$ cat src/rtl/sort_pkg.sv
// rtl/sort_pkg.sv - shared widths, block sizes and state encodings for the sorting pipeline
package sort_pkg;

    localparam int DATA_WIDTH = 8;
    localparam int BLK_IN     = 8;
    localparam int BLK_OUT    = 16;

    localparam logic [1:0] ST_IDLE  = 2'd0;
    localparam logic [1:0] ST_WAIT2 = 2'd1;
    localparam logic [1:0] ST_MERGE = 2'd2;

endpackage

$ cat src/rtl/merge_head_sel.sv
// rtl/merge_head_sel.sv - picks which buffer head is emitted next in a descending two-way merge
module merge_head_sel #(
    parameter int DATA_WIDTH = 8
) (
    input  logic [DATA_WIDTH-1:0] head_a,
    input  logic [DATA_WIDTH-1:0] head_b,
    input  logic [3:0]            rem_a,
    input  logic [3:0]            rem_b,
    output logic                  take_a
);

    // Strictly-greater compare so equal heads go to the second-arrived block (b);
    // an exhausted b forces a, an exhausted a can never win.
    assign take_a = (rem_b == 4'd0) | ((rem_a != 4'd0) & (head_a > head_b));

endmodule

$ cat src/rtl/level_4_merge.sv
// rtl/level_4_merge.sv - serial merge of two sorted 8-element blocks into one 16-element block; option LEVEL4_HOLD_OUTPUT_EN
module level_4_merge
    import sort_pkg::*;
#(
    parameter int DATA_WIDTH = sort_pkg::DATA_WIDTH
) (
    input  logic                            clk,
    input  logic                            rst,
    input  logic [BLK_IN*DATA_WIDTH-1:0]    idata,
    input  logic                            ivalid,
    output logic [BLK_OUT*DATA_WIDTH-1:0]   odata,
    output logic                            ovalid,
    output logic                            obusy,
    output logic                            odrop
);

    localparam int IW = BLK_IN * DATA_WIDTH;
    localparam int OW = BLK_OUT * DATA_WIDTH;
    localparam logic [3:0] REM_FULL = 4'(BLK_IN);

    logic [1:0]            state;
    logic [1:0]            state_nxt;
    logic [IW-1:0]         buf_a;
    logic [IW-1:0]         buf_b;
    logic [3:0]            rem_a;
    logic [3:0]            rem_b;
    logic [3:0]            cnt;
    logic                  take_a;
    logic [DATA_WIDTH-1:0] head_a;
    logic [DATA_WIDTH-1:0] head_b;
    logic [DATA_WIDTH-1:0] head;
    logic [OW-1:0]         shift_base;

    assign head_a = buf_a[IW-1 -: DATA_WIDTH];
    assign head_b = buf_b[IW-1 -: DATA_WIDTH];
    assign head   = take_a ? head_a : head_b;
    assign obusy  = (state == ST_MERGE);

`ifdef LEVEL4_HOLD_OUTPUT_EN
    // odata still holds the previous result on the first merge step, so start from zero.
    assign shift_base = (cnt == 4'd0) ? '0 : odata;
`else
    // odata is already zero on entry to MERGE in this build.
    assign shift_base = odata;
`endif

    merge_head_sel #(
        .DATA_WIDTH (DATA_WIDTH)
    ) u_head_sel (
        .head_a (head_a),
        .head_b (head_b),
        .rem_a  (rem_a),
        .rem_b  (rem_b),
        .take_a (take_a)
    );

    // Next-state: capture A, capture B, then 16 merge steps.
    always_comb begin
        state_nxt = state;
        case (state)
            ST_IDLE:  if (ivalid) state_nxt = ST_WAIT2;
            ST_WAIT2: if (ivalid) state_nxt = ST_MERGE;
            ST_MERGE: if (cnt == 4'd15) state_nxt = ST_IDLE;
            default:  state_nxt = ST_IDLE;
        endcase
    end

    // Datapath: block capture, one merge step per MERGE cycle, output pulses.
    always_ff @(posedge clk or posedge rst) begin
        if (rst) begin
            state  <= ST_IDLE;
            buf_a  <= '0;
            buf_b  <= '0;
            odata  <= '0;
            cnt    <= 4'd0;
            rem_a  <= 4'd0;
            rem_b  <= 4'd0;
            ovalid <= 1'b0;
            odrop  <= 1'b0;
        end else begin
            state  <= state_nxt;
            ovalid <= 1'b0;
            odrop  <= 1'b0;
            case (state)
                ST_IDLE: begin
`ifndef LEVEL4_HOLD_OUTPUT_EN
                    odata <= '0;
`endif
                    if (ivalid) buf_a <= idata;
                end
                ST_WAIT2: begin
`ifndef LEVEL4_HOLD_OUTPUT_EN
                    odata <= '0;
`endif
                    if (ivalid) begin
                        buf_b <= idata;
                        rem_a <= REM_FULL;
                        rem_b <= REM_FULL;
                        cnt   <= 4'd0;
                    end
                end
                ST_MERGE: begin
                    // Blocks arriving mid-merge are dropped without touching the buffers.
                    odrop <= ivalid;
                    odata <= {shift_base[OW-DATA_WIDTH-1:0], head};
                    if (take_a) begin
                        buf_a <= buf_a << DATA_WIDTH;
                        rem_a <= (rem_a == 4'd0) ? 4'd0 : rem_a - 4'd1;
                    end else begin
                        buf_b <= buf_b << DATA_WIDTH;
                        rem_b <= (rem_b == 4'd0) ? 4'd0 : rem_b - 4'd1;
                    end
                    cnt <= cnt + 4'd1;
                    if (cnt == 4'd15) ovalid <= 1'b1;
                end
                default: ;
            endcase
        end
    end

endmodule
$ cat config.mk
export PLATFORM = sky130hd
export DESIGN_NAME = level_4_merge
export DESIGN_NICKNAME = d
export VERILOG_FILES = /design/src/rtl/sort_pkg.sv /design/src/rtl/merge_head_sel.sv /design/src/rtl/level_4_merge.sv
export SDC_FILE = /design/constraint.sdc
export NUM_CORES = 1
export LEC_CHECK = 0
export ABC_CLOCK_PERIOD_IN_PS = 11700
export BUFFER_PORTS_ARGS = -buffer_cell sky130_fd_sc_hd__buf_4
export CAP_MARGIN = 0
export CORE_MARGIN = 3
export CORE_UTILIZATION = 56
export DETAILED_ROUTE_END_ITERATION = 10
export PLACE_DENSITY = 0.82
export REMOVE_ABC_BUFFERS = 1
export SETUP_SLACK_MARGIN = 0.15
export SYNTH_ARGS = -nofsm -noshare
export SYNTH_HDL_FRONTEND = slang
export SYNTH_SLANG_ARGS = --single-unit
$ cat constraint.sdc
create_clock -name clk -period 11.7 [get_ports clk]
set_input_delay 1.17 -clock clk [delete_from_list [all_inputs] [get_ports clk]]
set_output_delay 1.17 -clock clk [all_outputs]
set_load 0.02 [all_outputs]
[After elaboration in Yosys (flattened, before gate mapping)]
Cells that the tools add are included.
Word-level totals
  register bits: 272
  output and inout bits: 131
  logic and storage cells: 59
Operators by class
  bitwise logic cells: 2
  mux-type cells: 23
  add/sub/neg operators: 3
  reductions and logical operators: 13
  $lt $le $gt $ge: 1
  eq/ne operators: 8
Operators with widths (number)
  $pmux W128 S2: 1
  $pmux W64 S2: 2
  $mux W64: 3
  $mux W4: 6
  $pmux W4 S2: 3
  $reduce_and A3 Y1: 4
  $gt A8 B8 Y1: 1
  $logic_not A4 Y1: 2
  $mux W8: 1
  $sub A4 B1 Y4 const B: 2
  $mux W2: 3
  $ne A2 B2 Y1 const B: 3
  $pmux W2 S3: 1
  $reduce_bool A2 Y1: 3
  $add A4 B1 Y4 const B: 1
  $eq A4 B4 Y1 const B: 1
  $ne A2 B1 Y1 const B: 2
  $reduce_bool A4 Y1: 1
  $mux W1: 3
  $eq A2 B1 Y1 const B: 1
  $eq A2 B2 Y1 const B: 1
  $logic_not A2 Y1: 1
  $reduce_and A2 Y1: 1
  $reduce_or A2 Y1: 1
  2 further kinds: 2

[Logic depth before layout (Yosys ltp)]
Gate-level depths: netlist of the first run.
  word-level depth: 5
  gate-level depth with buffers: 10
  depth with buffers taken out: 8

[Hierarchy]
From an unflattened synthesis of the first run, not the netlist that was laid out.
Second synthesis, totals
  cell total of the unflattened synthesis: 957
  area total of the unflattened synthesis: 12349.3 um2
Modules (own cells, without submodules)
  level_4_merge: sequential area each 6806.5 um2, area an instance 12120.4 um2, times used 1, cells an instance 925
  merge_head_sel: sequential area each 0.0 um2, area an instance 229.0 um2, times used 1, cells an instance 32

[Worst setup path before layout of the first run]
OpenSTA, ideal clock, no wires.
  kind: in2reg
  start point: input port ivalid
  end point: register cnt[1]
  setup time: 0.136 ns
  slack: 9.315 ns
  stages on the path: 6
  buffers on the path: 3
  data arrival time: 2.248 ns
  cells stage by stage: nor2b_1 -> and2_1 -> clkbuf_1 -> buf_2 -> buf_1 -> o21ai_0
Between the ends
  word-level cells in the longest chain between the ends: 2
RTL lines
  start: declaration: line level_4_merge.sv:10  | input logic ivalid,
  $ne A2 B2 Y1 (no source line)
  $reduce_and A2 Y1 (no source line)
  end signal: assignment: line level_4_merge.sv:113  | cnt <= cnt + 4'd1;
  end: declaration: line level_4_merge.sv:27  | logic [3:0] cnt;
Every way passes these cells.
A chain may end at the register's enable or synchronous reset.

[Worst setup path in the final report of the first run]
  start point: register state[0]
  end point: output port obusy
Between the ends
  word-level cells in the longest chain between the ends: 1
RTL lines
  start: declaration: line level_4_merge.sv:21  | logic [1:0] state;
  start signal: assignment: line level_4_merge.sv:81  | state <= state_nxt;
  $eq A2 B2 Y1: line level_4_merge.sv:37  | assign obusy = (state == ST_MERGE);
  end: declaration: line level_4_merge.sv:13  | output logic obusy,
Every way passes these cells.

==> reports/metrics.csv, run 1 <==
metric,value,unit
outcome,finished clean,
initial core utilization,58.0,%
Detailed Place HPWL,16.6,mm
area share of the largest cell type after synthesis,57.0,%
via count,8613,
post-synth top area cell,dfrtp_1,
Register-to-Register Path Depth,9,
ranking of synthesized cells by area,"dfrtp_1 (57%), mux2i_1 (10%), nor2b_1 (6.4%)",
DRT Wirelength,27.1,mm
Synth Cell Area,11900,um^2
largest net degree at the start of global routing,127,
Reg2Reg Setup Slack,8.36,ns
1st-pass router iterations,6,
RR Endpoint,buf_b[57],
Worst Setup SP,state[0],
CP arrival,2.19,ns
Worst EP required,10.53,ns
Core Box Area,20600,um^2
RSZ-0062 raised after global routing,false,
Max Slew Vio Count,0,
Post-synth ARST share,100,%
Site Rows,52,
root buffer cell,clkbuf_16,
Max-cap violations,0,
CTS tree,built,
post-route minimum period,3.36,ns
Post-Synth Simple-Gate Area,13.7,%
Synth Area per Inst,11.4,um^2
Static Leak,6.42,nW
XOR/XNOR Fraction of Synth Area,0.147,%
Worst-Margin Slew,1.14,ns
initial antenna violation count,0,
hold_ws,0.513,ns
pwr/cell area,239,nW/um^2
die width,152,um
Die Y,152,um
first-pass GRT wire length,43.8,mm
Worst-Skew Late Latency,0.54,ns
final-report setup violation count,0,
post-layout util,69.9,%
hold_buf cts,0,
clock-pin slew on the worst setup and hold paths,0.06,ns
Via density,5.78,
Area Overhead vs Synth,20.4,%
crit path to,obusy,
Synth Instances,1045,
worst r2r src,buf_b[63],
H-tree level count,1,
Final Hold Vio Count,0,
fill count,1560,
CTS sink cnt,272,
multi-input logic area,4730,um^2
PnR worst setup slack,8.34,ns
"Distinct cells, synth",38,
DIE AREA,23100,um^2
vias in the first global route,8275,
Seq cells post-synth,272,
diode count,0,
Tcrit/Tclk final,28.7,%
prevailing post-synth register cell,dfrtp_1,
# port buffers,197,
nets,1284,
clock buffer depth,3,
Setup Crit Path Kind,reg -> out,
Ys Warns,0,
GP Congestion,0.804,
layout cells sized above 1,22.6,%
critical path endpoint category,output port,
synthesized-area fraction occupied by adder cells,1.36,%
complex-gate fraction of the synthesized area,13.9,%
number of synthesized flops with an enable pin,0,
Sequential Area,6810,um^2
DRT iter0 DRCs,610,
main combinational cell family by area after synthesis,compound AO/OA/AOI/OAI gates,
ANT nets after route,0,
Peak supply drop,0.000144,V
overall power,3.43,mW
CTS Buf Count,28,
Post-CTS Resized,0,
Post-CTS Setup Inserts,0,
"Seq/Total Area, Yosys",57.0,%
mean routed wirelength per cell,18.1,um
Fmax,0.298,GHz
# IOs,198,
crit start category,flop,
Hold/Removal Path Class,reg -> reg,
Rel. slew slack,23.6,%
# DRC,0,
maximum fanout along the worst path,14,
Clock Skew,0.0196,ns
GRT Util Overall,22.5,%
GRT overflow,0,
Setup TNS Final,0,ns
mux cell area share after synthesis,10.2,%
pre-CTS WS,7.74,ns
[routing by layer]
layer  wire [um]  up-vias  share of wire, %  GRT usage, %
li1            -     4001                 -             -
met5           0        -                 0             0
met1       12100     4218                45          33.1
met3        1600       65               5.9          3.30
met4         881        0               3.3          6.81
met2       12500      329                46          35.1
[how the worst min path moves through the flow]
| stage | cells after the start | to | startpoint |
|---|---|---|---|
| detailed placement | 1 | rem_b[2] | rem_b[2] |
| global placement | 1 | rem_a[0] | rem_a[0] |
| global route | 1 | rem_b[2] | rem_b[2] |
| finish | 1 | rem_b[2] | rem_b[2] |
| floorplan | 1 | rem_b[2] | rem_b[2] |
| CTS | 1 | rem_b[2] | rem_b[2] |
[report_power, final]
part	switching [mW]	leakage (nW)	internal, mW
sequential	0.159	3.42	1.20
combinational	0.704	2.59	0.532
clock	0.348	0.420	0.488
total	1.21	6.42	2.22
[cells by family after synthesis]
group                      Yosys count
AOI/OAI and AO/OA                  240
xor gates and xnor gates             2
adders and majority gates           13
buffers and inverters               95
DFF                                272
muxes                              122
and+or+nand+nor                    301
[sequential cells by signal (all words and copies together) (netlist names)]
name	count
odata	128
buf_a	64
buf_b	64
cnt	4
rem_a	4
rem_b	4
state	2
odrop	1
ovalid	1
[placed cells by master, fill, tap and decap left out, types with 2 or more instances in the layout]
cell type,n
a21oi_1,68
a31oi_1,7
and2_2,2
buf_4,209
clkbuf_1,10
clkbuf_16,29
clkbuf_8,6
clkinv_2,2
dfrtp_1,270
ha_1,13
inv_1,13
mux2i_1,122
nand2_1,44
nand2_2,2
nand2b_1,56
nand3_1,5
nand4_1,3
nor2_1,59
nor2b_1,122
o21a_1,2
o21ai_0,41
o21ai_4,3
o221a_1,40
o221a_2,16
o22ai_1,56
o31ai_1,3
or4_1,4
[worst max-delay path, cell delays in order (launching register included)]
cell and delay (ns):
dfrtp_4 0.55, inv_1 0.22, nand2_2 0.27, clkinv_1 0.35, buf_4 0.28
[layout make-up]
type                       count  share of cell area [%]
clock buffer                  45                    5.89
inverter                      15                   0.444
tap                          270                    2.35
multi-input combinational    678                    32.9
clock inverter                 2                  0.0697
sequential                   272                    47.4
timing repair buffer         209                    10.9
[synthesized netlist by cell type, types with 5 or more instances]
master      n
dfrtp_1   272
mux2i_1   122
nor2b_1   122
a21oi_1    68
nor2_1     59
nand2b_1   56
o22ai_1    56
nand2_1    45
clkbuf_1   44
o21ai_0    41
o221a_1    40
buf_2      27
o221a_2    16
inv_1      14
ha_1       13
a31oi_1     7
nand3_1     5
[stage by stage]
stage	area, um^2	cells
2_1_floorplan	11600	965
3_3_place_gp	13500	1444
3_5_place_dp	13500	1444
4_1_cts	14400	1491
5_1_grt	14400	1491
6_report	14400	1491
No activity file was read; power rests on OpenSTA's default activity.
==> run 2, diff against run 1 <==
--- a/config.mk
+++ b/config.mk
@@ -5,13 +5,14 @@
 export SDC_FILE = /design/constraint.sdc
 export NUM_CORES = 1
 export LEC_CHECK = 0
-export ABC_CLOCK_PERIOD_IN_PS = 11700
+export ABC_AREA = 1
+export ABC_CLOCK_PERIOD_IN_PS = 3200
 export BUFFER_PORTS_ARGS = -buffer_cell sky130_fd_sc_hd__buf_4
 export CAP_MARGIN = 0
 export CORE_MARGIN = 3
-export CORE_UTILIZATION = 56
+export CORE_UTILIZATION = 57
 export DETAILED_ROUTE_END_ITERATION = 10
-export PLACE_DENSITY = 0.82
+export PLACE_DENSITY = 0.83
 export REMOVE_ABC_BUFFERS = 1
 export SETUP_SLACK_MARGIN = 0.15
 export SYNTH_ARGS = -nofsm -noshare
==> constraint.sdc (replaced) <==
create_clock -name clk -period 3.2 [get_ports clk]
set_input_delay 0.32 -clock clk [delete_from_list [all_inputs] [get_ports clk]]
set_output_delay 0.32 -clock clk [all_outputs]
set_load 0.02 [all_outputs]
==> reports/metrics.csv, run 2 <==
metric,value,unit
Core Box Area,21400,um^2
Hold/Removal Path Class,in -> reg,
overall power,13.3,mW
crit-path max cell delay,0.48,ns
top-count cell post-synth,nand2_1,
diode count,0,
Area Overhead vs Synth,19.3,%
Static Leak,7.93,nW
Site Rows,53,
maximum fanout along the worst path,108,
clock-pin slew on the worst setup and hold paths,0.06,ns
Synth Area per Inst,8.74,um^2
Worst EP required,2.88,ns
"commonest non-fill, non-tap cell in the layout",nand2_1,
Synth top cells by count,"nand2_1 (626), dfrtp_1 (272), inv_1 (141), o22ai_1 (104), nand3_2 (101)",
Clock Skew,0.0240,ns
nets,1698,
# port buffers,197,
# DRC,0,
first-pass GRT wire length,50.1,mm
number of synthesized flops with an enable pin,0,
Seq cells post-synth,272,
vias in the first global route,10100,
Sequential Area,6810,um^2
Gate power share,38.6,%
Detailed Place HPWL,18.9,mm
final std cells w/o fill,1913,
Fmax,0.405,GHz
critical path endpoint category,output port,
biggest regs,"odata: 128 flops, buf_a: 64 flops, buf_b: 64 flops",
Setup Crit Path Kind,reg -> out,
Peak supply drop,0.000604,V
mean routed wirelength per cell,15.7,um
initial core utilization,59.3,%
final-report setup violation count,0,
initial antenna violation count,0,
crit start category,flop,
PnR worst setup slack,0.732,ns
Post-CTS Setup Inserts,0,
largest net degree at the start of global routing,114,
1st-pass router iterations,5,
RSZ-0062 raised after global routing,false,
DIE AREA,24100,um^2
Reg with most FFs,odata,
hold_ws,0.0674,ns
Max Slew Vio Count,0,
# IOs,198,
CP arrival,2.15,ns
Cell Int Power,7.95,mW
Rel. slew slack,24.9,%
Clock Power Share,24.2,%
max reg flops,128,
Worst-Margin Slew,1.13,ns
Psw,5.39,mW
switching share of power,40.4,%
Synth Cell Area,12700,um^2
post-synth top area cell,dfrtp_1,
prevailing post-synth register cell,dfrtp_1,
die width,155,um
Worst-Skew Late Latency,0.54,ns
Ys Warns,0,
Seq pwr share,37.2,%
Tcrit/Tclk final,77.1,%
Via density,5.33,
clock buffer depth,3,
DRT Wirelength,30.1,mm
Synth Instances,1452,
layout cells sized above 1,22.9,%
CP max stage cell,dfrtp_1,
Max-cap violations,0,
placed cells,1854,
Die Y,155,um
CTS tree,built,
multi-input logic area,4760,um^2
GRT Util Overall,25.0,%
post-route minimum period,2.47,ns
Final Hold Vio Count,0,
DRT iter0 DRCs,648,
"Distinct cells, synth",31,
via count,10200,
H-tree level count,1,
CTS Buf Count,28,
pre-CTS WS,0.905,ns
CP cell instances,nor2_4 > buf_12 > buf_4,
root buffer cell,clkbuf_16,
"Seq/Total Area, Yosys",53.6,%
"commonest non-fill, non-tap cells in the layout","nand2_1 (625), dfrtp_1 (272), buf_4 (210)",
pwr/cell area,881,nW/um^2
fill count,1599,
GP Congestion,0.856,
outcome,finished clean,
Post-synth ARST share,100,%
CTS sink cnt,272,
GRT overflow,0,
ranking of synthesized cells by area,"dfrtp_1 (54%), nand2_1 (19%), nand3_2 (8.0%)",
Setup TNS Final,0,ns
area share of the largest cell type after synthesis,53.6,%
ANT nets after route,0,
-- run 2: path summary, 6_finish.rpt --
path | start | to | slack (ns) | depth (start not counted)
max in group asynchronous | rst | odata[43] | 1.86 | 4
min in group asynchronous | rst | odata[38] | 0.40 | 3
hold reg to reg | buf_a[45] | buf_a[45] | 0.47 | 2
hold / removal | ivalid | odrop | 0.07 | 3
setup reg to reg | buf_a[57] | buf_a[27] | 0.87 | 12
setup / recovery | state[0] | obusy | 0.73 | 3
-- run 2: layout make-up --
class,instances,area share (%)
Sequential cell,272,45.0
Multi-Input combinational cell,947,31.4
Timing Repair Buffer,223,11.5
Clock buffer,41,5.35
Inverter,146,3.70
Tap cell,275,2.27
Clock inverter,9,0.760
-- run 2: stage by stage --
| stage | cell area, um^2 | util (%) |
|---|---|---|
| after floorplan | 12100 | - |
| after global placement | 14100 | 66.0 |
| after detailed placement | 14100 | 66.0 |
| after CTS | 15100 | 70.7 |
| after global routing | 15100 | 70.7 |
| final | 15100 | 70.7 |
-- run 2: repair_timing --
action	in CTS	in global routing
gates resized for setup	0	0
endpoints found under the hold margin	95	0
hold buffers	9	0
-- run 2: cell families (layout without fill, tap and decap cells) --
family	count (synthesis)	after routing	synth area share [%]
simple gates	798	798	29.5
flops	272	272	53.6
xor+xnor	3	3	0.207
fa+ha+maj	13	13	1.28
compound gates	133	133	6.38
buf+inv	233	419	9.07
-- run 2: power by group through the flow --
stage	combinational [mW]	sequential [mW]	clock, mW
after global routing	5.86	5.09	3.44
after global placement	4.97	4.97	0
after detailed placement	5.13	5.02	0
after floorplan	3.75	4.95	0
after CTS	5.19	4.97	3.29
final	5.15	4.96	3.23
-- run 2: per-layer routing --
layer | vias up | share of wire, % | global-route usage [%]
li1 | 4934 | - | -
met1 | 4867 | 43 | 34.9
met2 | 338 | 48 | 41.3
met3 | 58 | 7.3 | 3.78
met4 | 0 | 2.4 | 6.92
met5 | - | 0 | 0
-- run 2: worst max-delay path: cells and delay by family (launching register included) --
| family | cells | cell delay, ns |
|---|---|---|
| simple gates | 1 | 0.40 |
| buf+inv | 2 | 0.64 |
| flops | 1 | 0.48 |
